## src/rtl/mux_out_pipe_if.sv

```systemverilog
// rtl/mux_out_pipe_if.sv - handshake and result bus for mux_out_pipe
interface mux_out_pipe_if #(
  parameter int N     = 16,
  parameter int CW    = 6,
  parameter int CNT_W = 16
);
  logic             in_valid;
  logic             in_ready;
  logic [N-1:0]     sum;
  logic             co;
  logic [CW-1:0]    com_res;
  logic [1:0]       sel;
  logic             out_valid;
  logic             out_ready;
  logic [N-1:0]     sel_res;
  logic             sel_co;
  logic [CNT_W-1:0] acc_cnt;

  modport master (
    output in_valid, sum, co, com_res, sel, out_ready,
    input  in_ready, out_valid, sel_res, sel_co, acc_cnt
  );

  modport slave (
    input  in_valid, sum, co, com_res, sel, out_ready,
    output in_ready, out_valid, sel_res, sel_co, acc_cnt
  );
endinterface

```

## src/rtl/mux_out_pipe.sv

```systemverilog
// rtl/mux_out_pipe.sv - result mode mux feeding a 2-entry skid FIFO with accept counter
module mux_out_pipe #(
  parameter int N     = 16,
  parameter int CW    = 6,
  parameter int CNT_W = 16
) (
  input  logic           clk,
  input  logic           rst,
  mux_out_pipe_if.slave  bus
);
  logic [1:0]       count;
  logic             rd_ptr;
  logic             wr_ptr;
  logic [N-1:0]     res_mem [2];
  logic [1:0]       co_mem;
  logic [CNT_W-1:0] acc_cnt_q;
  logic             accept;
  logic             pop;
  logic [N-1:0]     new_res;
  logic             new_co;

  // Ready depends only on registered occupancy, never on out_ready.
  assign bus.in_ready  = (count != 2'd2);
  assign bus.out_valid = (count != 2'd0);
  assign accept        = bus.in_valid && bus.in_ready;
  assign pop           = bus.out_valid && bus.out_ready;

  always_comb begin
    new_res = bus.sum;
    new_co  = bus.co;
    case (bus.sel)
      2'b00: begin
        new_res = bus.sum;
        new_co  = bus.co;
      end
      2'b01: begin
        new_res = {bus.sum[N-1:CW], bus.com_res};
        new_co  = bus.co;
      end
      2'b10: begin
        new_res = {{(N-CW){1'b0}}, bus.com_res};
        new_co  = 1'b0;
      end
      default: begin
        new_res = bus.co ? {N{1'b1}} : bus.sum;
        new_co  = bus.co;
      end
    endcase
  end

  always_ff @(posedge clk or posedge rst) begin
    if (rst) begin
      count      <= 2'd0;
      rd_ptr     <= 1'b0;
      wr_ptr     <= 1'b0;
      res_mem[0] <= '0;
      res_mem[1] <= '0;
      co_mem     <= 2'b00;
      acc_cnt_q  <= '0;
    end else begin
      if (accept) begin
        res_mem[wr_ptr] <= new_res;
        co_mem[wr_ptr]  <= new_co;
        wr_ptr          <= ~wr_ptr;
        acc_cnt_q       <= acc_cnt_q + 1'b1;
      end
      if (pop) begin
        rd_ptr <= ~rd_ptr;
      end
      case ({accept, pop})
        2'b10:   count <= count + 2'd1;
        2'b01:   count <= count - 2'd1;
        default: count <= count;
      endcase
    end
  end

  // Empty buffer reads as zero rather than exposing stale entries.
  assign bus.sel_res = bus.out_valid ? res_mem[rd_ptr] : '0;
  assign bus.sel_co  = bus.out_valid ? co_mem[rd_ptr] : 1'b0;
  assign bus.acc_cnt = acc_cnt_q;
endmodule

```

## src/flat_wrapper.sv

```systemverilog
// flat-port wrapper written by rule: the top's interface ports become plain ports
module mux_out_pipe_flat 
#(
  parameter int N     = 16,
  parameter int CW    = 6,
  parameter int CNT_W = 16
)
  (clk, rst, bus_in_valid, bus_sum, bus_co, bus_com_res, bus_sel, bus_out_ready, bus_in_ready, bus_out_valid, bus_sel_res, bus_sel_co, bus_acc_cnt);
  mux_out_pipe_if #(.N(N), .CW(CW), .CNT_W(CNT_W)) bus_i ();
  input  logic clk;
  input  logic rst;
  input wire logic [$bits(bus_i.in_valid)-1:0] bus_in_valid;
  input wire logic [$bits(bus_i.sum)-1:0] bus_sum;
  input wire logic [$bits(bus_i.co)-1:0] bus_co;
  input wire logic [$bits(bus_i.com_res)-1:0] bus_com_res;
  input wire logic [$bits(bus_i.sel)-1:0] bus_sel;
  input wire logic [$bits(bus_i.out_ready)-1:0] bus_out_ready;
  output wire logic [$bits(bus_i.in_ready)-1:0] bus_in_ready;
  output wire logic [$bits(bus_i.out_valid)-1:0] bus_out_valid;
  output wire logic [$bits(bus_i.sel_res)-1:0] bus_sel_res;
  output wire logic [$bits(bus_i.sel_co)-1:0] bus_sel_co;
  output wire logic [$bits(bus_i.acc_cnt)-1:0] bus_acc_cnt;
  assign bus_i.in_valid = bus_in_valid;
  assign bus_i.sum = bus_sum;
  assign bus_i.co = bus_co;
  assign bus_i.com_res = bus_com_res;
  assign bus_i.sel = bus_sel;
  assign bus_i.out_ready = bus_out_ready;
  assign bus_in_ready = bus_i.in_ready;
  assign bus_out_valid = bus_i.out_valid;
  assign bus_sel_res = bus_i.sel_res;
  assign bus_sel_co = bus_i.sel_co;
  assign bus_acc_cnt = bus_i.acc_cnt;
  mux_out_pipe #(.N(N), .CW(CW), .CNT_W(CNT_W)) u_core (.clk(clk), .rst(rst), .bus(bus_i));
endmodule
```

## config.mk

```make
export PLATFORM = sky130hd
export DESIGN_NAME = mux_out_pipe_flat
export DESIGN_NICKNAME = d
export VERILOG_FILES = /design/src/rtl/mux_out_pipe_if.sv /design/src/rtl/mux_out_pipe.sv /design/src/flat_wrapper.sv
export SDC_FILE = /design/constraint.sdc
export NUM_CORES = 1
export LEC_CHECK = 0
export CORE_MARGIN = 2
export CORE_UTILIZATION = 40
export CTS_BUF_LIST = sky130_fd_sc_hd__clkbuf_16
export CTS_CLUSTER_DIAMETER = 60
export DETAILED_ROUTE_END_ITERATION = 6
export PLACE_DENSITY = 0.69
export SYNTH_ARGS = -nofsm -noshare
export SYNTH_HDL_FRONTEND = slang
export SYNTH_SLANG_ARGS = --single-unit
export TNS_END_PERCENT = 20
```

## constraint.sdc

```tcl
create_clock -name clk -period 1.69 [get_ports clk]
set_clock_uncertainty 0.1 [all_clocks]
set_input_delay 0.338 -clock clk [delete_from_list [all_inputs] [get_ports clk]]
set_output_delay 0.338 -clock clk [all_outputs]
set_load 0.005 [all_outputs]
```

==> impl_metrics.yaml <==
outcome:
  status: "complete, but fails checks"
  failed_checks: "negative setup slack"
timing:
  setup_viol: 16
  finalHoldViolCount: 0
  period_share: 1.06
  finalSetupTns_ns: -1.15
  rsz0062_at_grt: "true"
  final.min_clock_period_ns: 1.80
  worst_pin_slew_ns: 0.362
  maxClockFrequency_mhz: 556
  drv_slew: 0
  relSlewSlack: 0.759
  setup_slack_ns: -0.109
clock_tree:
  cts_tree: "built"
  hold_buffers: 0
  htreeDepth: 2
  cts.sinks: 54
  clkLatencyLatePin_ns: 0.29
  clkSlewWorstSetupHoldPaths_ns: 0.07
  root_buffer: "clkbuf_16"
  cts_inserted_buffers: 5
  clk_path_buf_depth: 2
logic_synthesis:
  syn_area_mm2: 0.00263
  synth_warnings: 0
  synthFlopType: "dfrtp_1"
  synth-async-reset-ratio: 1.00
  synth_top_cell_area_share: 0.515
  ys_seq_elements: 54
  synth-edff-count: 0
  yosysSeqAreaShare: 0.515
  synth.distinct_cells: 36
  synth_nets: 303
  ys_top_cells_by_count: "54 x dfrtp_1, 43 x o21ai_0, 42 x nand2_1"
  avgSynthCellArea_um2: 9.66
  syn_inst: 272
  yosys.cell_count.top_type: "dfrtp_1"
  synth.area.top_cells: "dfrtp_1 51%, o21ai_0 8.2%, mux2i_1 6.5%"
  yosysTopAreaCell: "dfrtp_1"
die:
  die_w_um: 85.0
  dieArea_mm2: 0.00723
  die_y_um: 85.0
  start_util: 0.414
  core_area_mm2: 0.00635
  io_pins: 64
  rows: 29
placed_design:
  place_congestion: 0.760
  hpwl_um: 4140
  dp.cells: 417
  portBuffers: 63
flow_run:
  maxCapViolCount: 0
final_layout:
  final_cells: 437
  areaGrowthSynthToFinish_pct: 42.2
  n_fill_cell: 528
  layout-drive-gt1-share: 0.214
  num_antenna_cells: 0
  layout.nets: 390
worst_setup_path:
  critPathKind: "reg -> out"
  startpoint_type: "flip-flop"
  end_kind: "primary output"
  critPathMaxFanout: 5
  cp_data_arrival_time_ns: 1.36
  cp.required_ns: 1.25
  rrSetupSlack_ns: 0.05
global_routing:
  grt_overflow_total: 0
  grt_start_max_net_pins: 55
  grt_pass1_vias: 2162
  track_usage: 0.178
  grt_antenna_before_repair: 0
  grt_pass1_wl_um: 10200
power_and_ir_drop:
  powerDensity_mw_per_mm2: 1620
  peakVddDrop_mv: 0.888
  leakage_uw: 0.00188
routing:
  drc_errors: 0
  wl_um: 6110
  viasPerCell: 5.09
  drtPass1Iterations: 4
  drt_iter0_markers: 70
  vias: 2223
  ant_nets: 0
  wl_per_cell_um: 14.0
min_path:
  hold_path_class: "in -> async"
-- worst paths after layout --
kind                                              from                      to  depth (start not counted)
worst max-delay path                     u_core.rd_ptr         bus_sel_res[15]                          5
worst min-delay path                               rst  u_core.bus.acc_cnt[13]                          3
worst max register to register         u_core.count[1]         u_core.count[1]                          7
worst min register to register  u_core.bus.acc_cnt[15]  u_core.bus.acc_cnt[15]                          1
max in group asynchronous                          rst      u_core.res_mem[31]                          3
min in group clk                u_core.bus.acc_cnt[15]  u_core.bus.acc_cnt[15]                          1
-- stage by stage --
step / hold WS, ns / util / setup slack [ns] / cell area (um2) / total power (uW)
2_1_floorplan: 0.306 / - / 0.0362 / 2630 / 3450
3_3_place_gp: 0.360 / 0.548 / -0.0810 / 3480 / 4770
3_5_place_dp: 0.366 / 0.548 / -0.141 / 3480 / 4830
4_1_cts: 0.375 / 0.584 / -0.119 / 3710 / 6090
5_1_grt: 0.403 / 0.588 / -0.169 / 3730 / 6500
6_report: 0.358 / 0.588 / -0.109 / 3730 / 6070
-- worst max-delay path, stage by stage, from the launching register on --
cell	delay (ns)
dfrtp_1	0.43
buf_6	0.14
buf_6	0.12
mux2i_1	0.11
nor2_1	0.13
buf_2	0.14
-- flip-flops by register name (all words and copies together) (netlist names) --
register and flops:
u_core.bus.acc_cnt 16, u_core.co_mem 2, u_core.count 2, u_core.rd_ptr 1, u_core.res_mem 32, u_core.wr_ptr 1
-- metal layers --
layer  vias to the layer above  GRT usage  wire (um)
met1                      1080      0.232       2630
met2                        48      0.304       3150
li1                       1088          -          -
met5                         -          0          0
met3                         7     0.0243        229
met4                         0     0.0606        107
-- repair_timing --
action / 4_1_cts / 5_1_grt
setup buffers: 12 / 0
pin swaps: 12 / 11
gates resized for setup: 89 / 13
endpoints found under the setup margin: 25 / 31
-- layout by cell type, fill, tap and decap left out, drive strengths merged, types with 2 or more instances in the layout --
cell and n:
a211o 6, a21oi 6, and2 3, and4 2
buf 49, clkbuf 7, clkdlybuf4s50 34, clkinvlp 3
dfrtp 54, dlygate4sd2 5, dlymetal6s2s 5, ha 2
inv 3, mux2i 17, nand2 42, nand2b 3
nand3 8, nand4 2, nor2 33, nor3 3
o21ai 44, xnor2 10, xor2 9
-- final cells by class --
type                            count  area [um2]  area share
Clock buffer                        5         125      0.0335
Clock inverter                      3        45.0      0.0121
Inverter                            4        18.8     0.00503
Multi-Input combinational cell    198        1220       0.327
Sequential cell                    54        1350       0.362
Tap cell                           77        96.3      0.0258
Timing Repair Buffer               96         877       0.235
-- report_power, final --
part | total, uW | internal (uW) | switching (uW) | leakage, uW
clock network | 1160 | 698 | 461 | 0.0000760
logic | 2770 | 1510 | 1260 | 0.00113
registers | 2140 | 1800 | 335 | 0.000680
-- logic make-up after synthesis --
family,after synthesis,share of synthesized area
buffers and inverters,20,0.0333
xor gates and xnor gates,19,0.0634
muxes,18,0.0691
adders and majority gates,2,0.00953
and+or+nand+nor,103,0.195
AOI/OAI and AO/OA,56,0.115
DFF,54,0.515
Power figures use the tool's default switching activity.
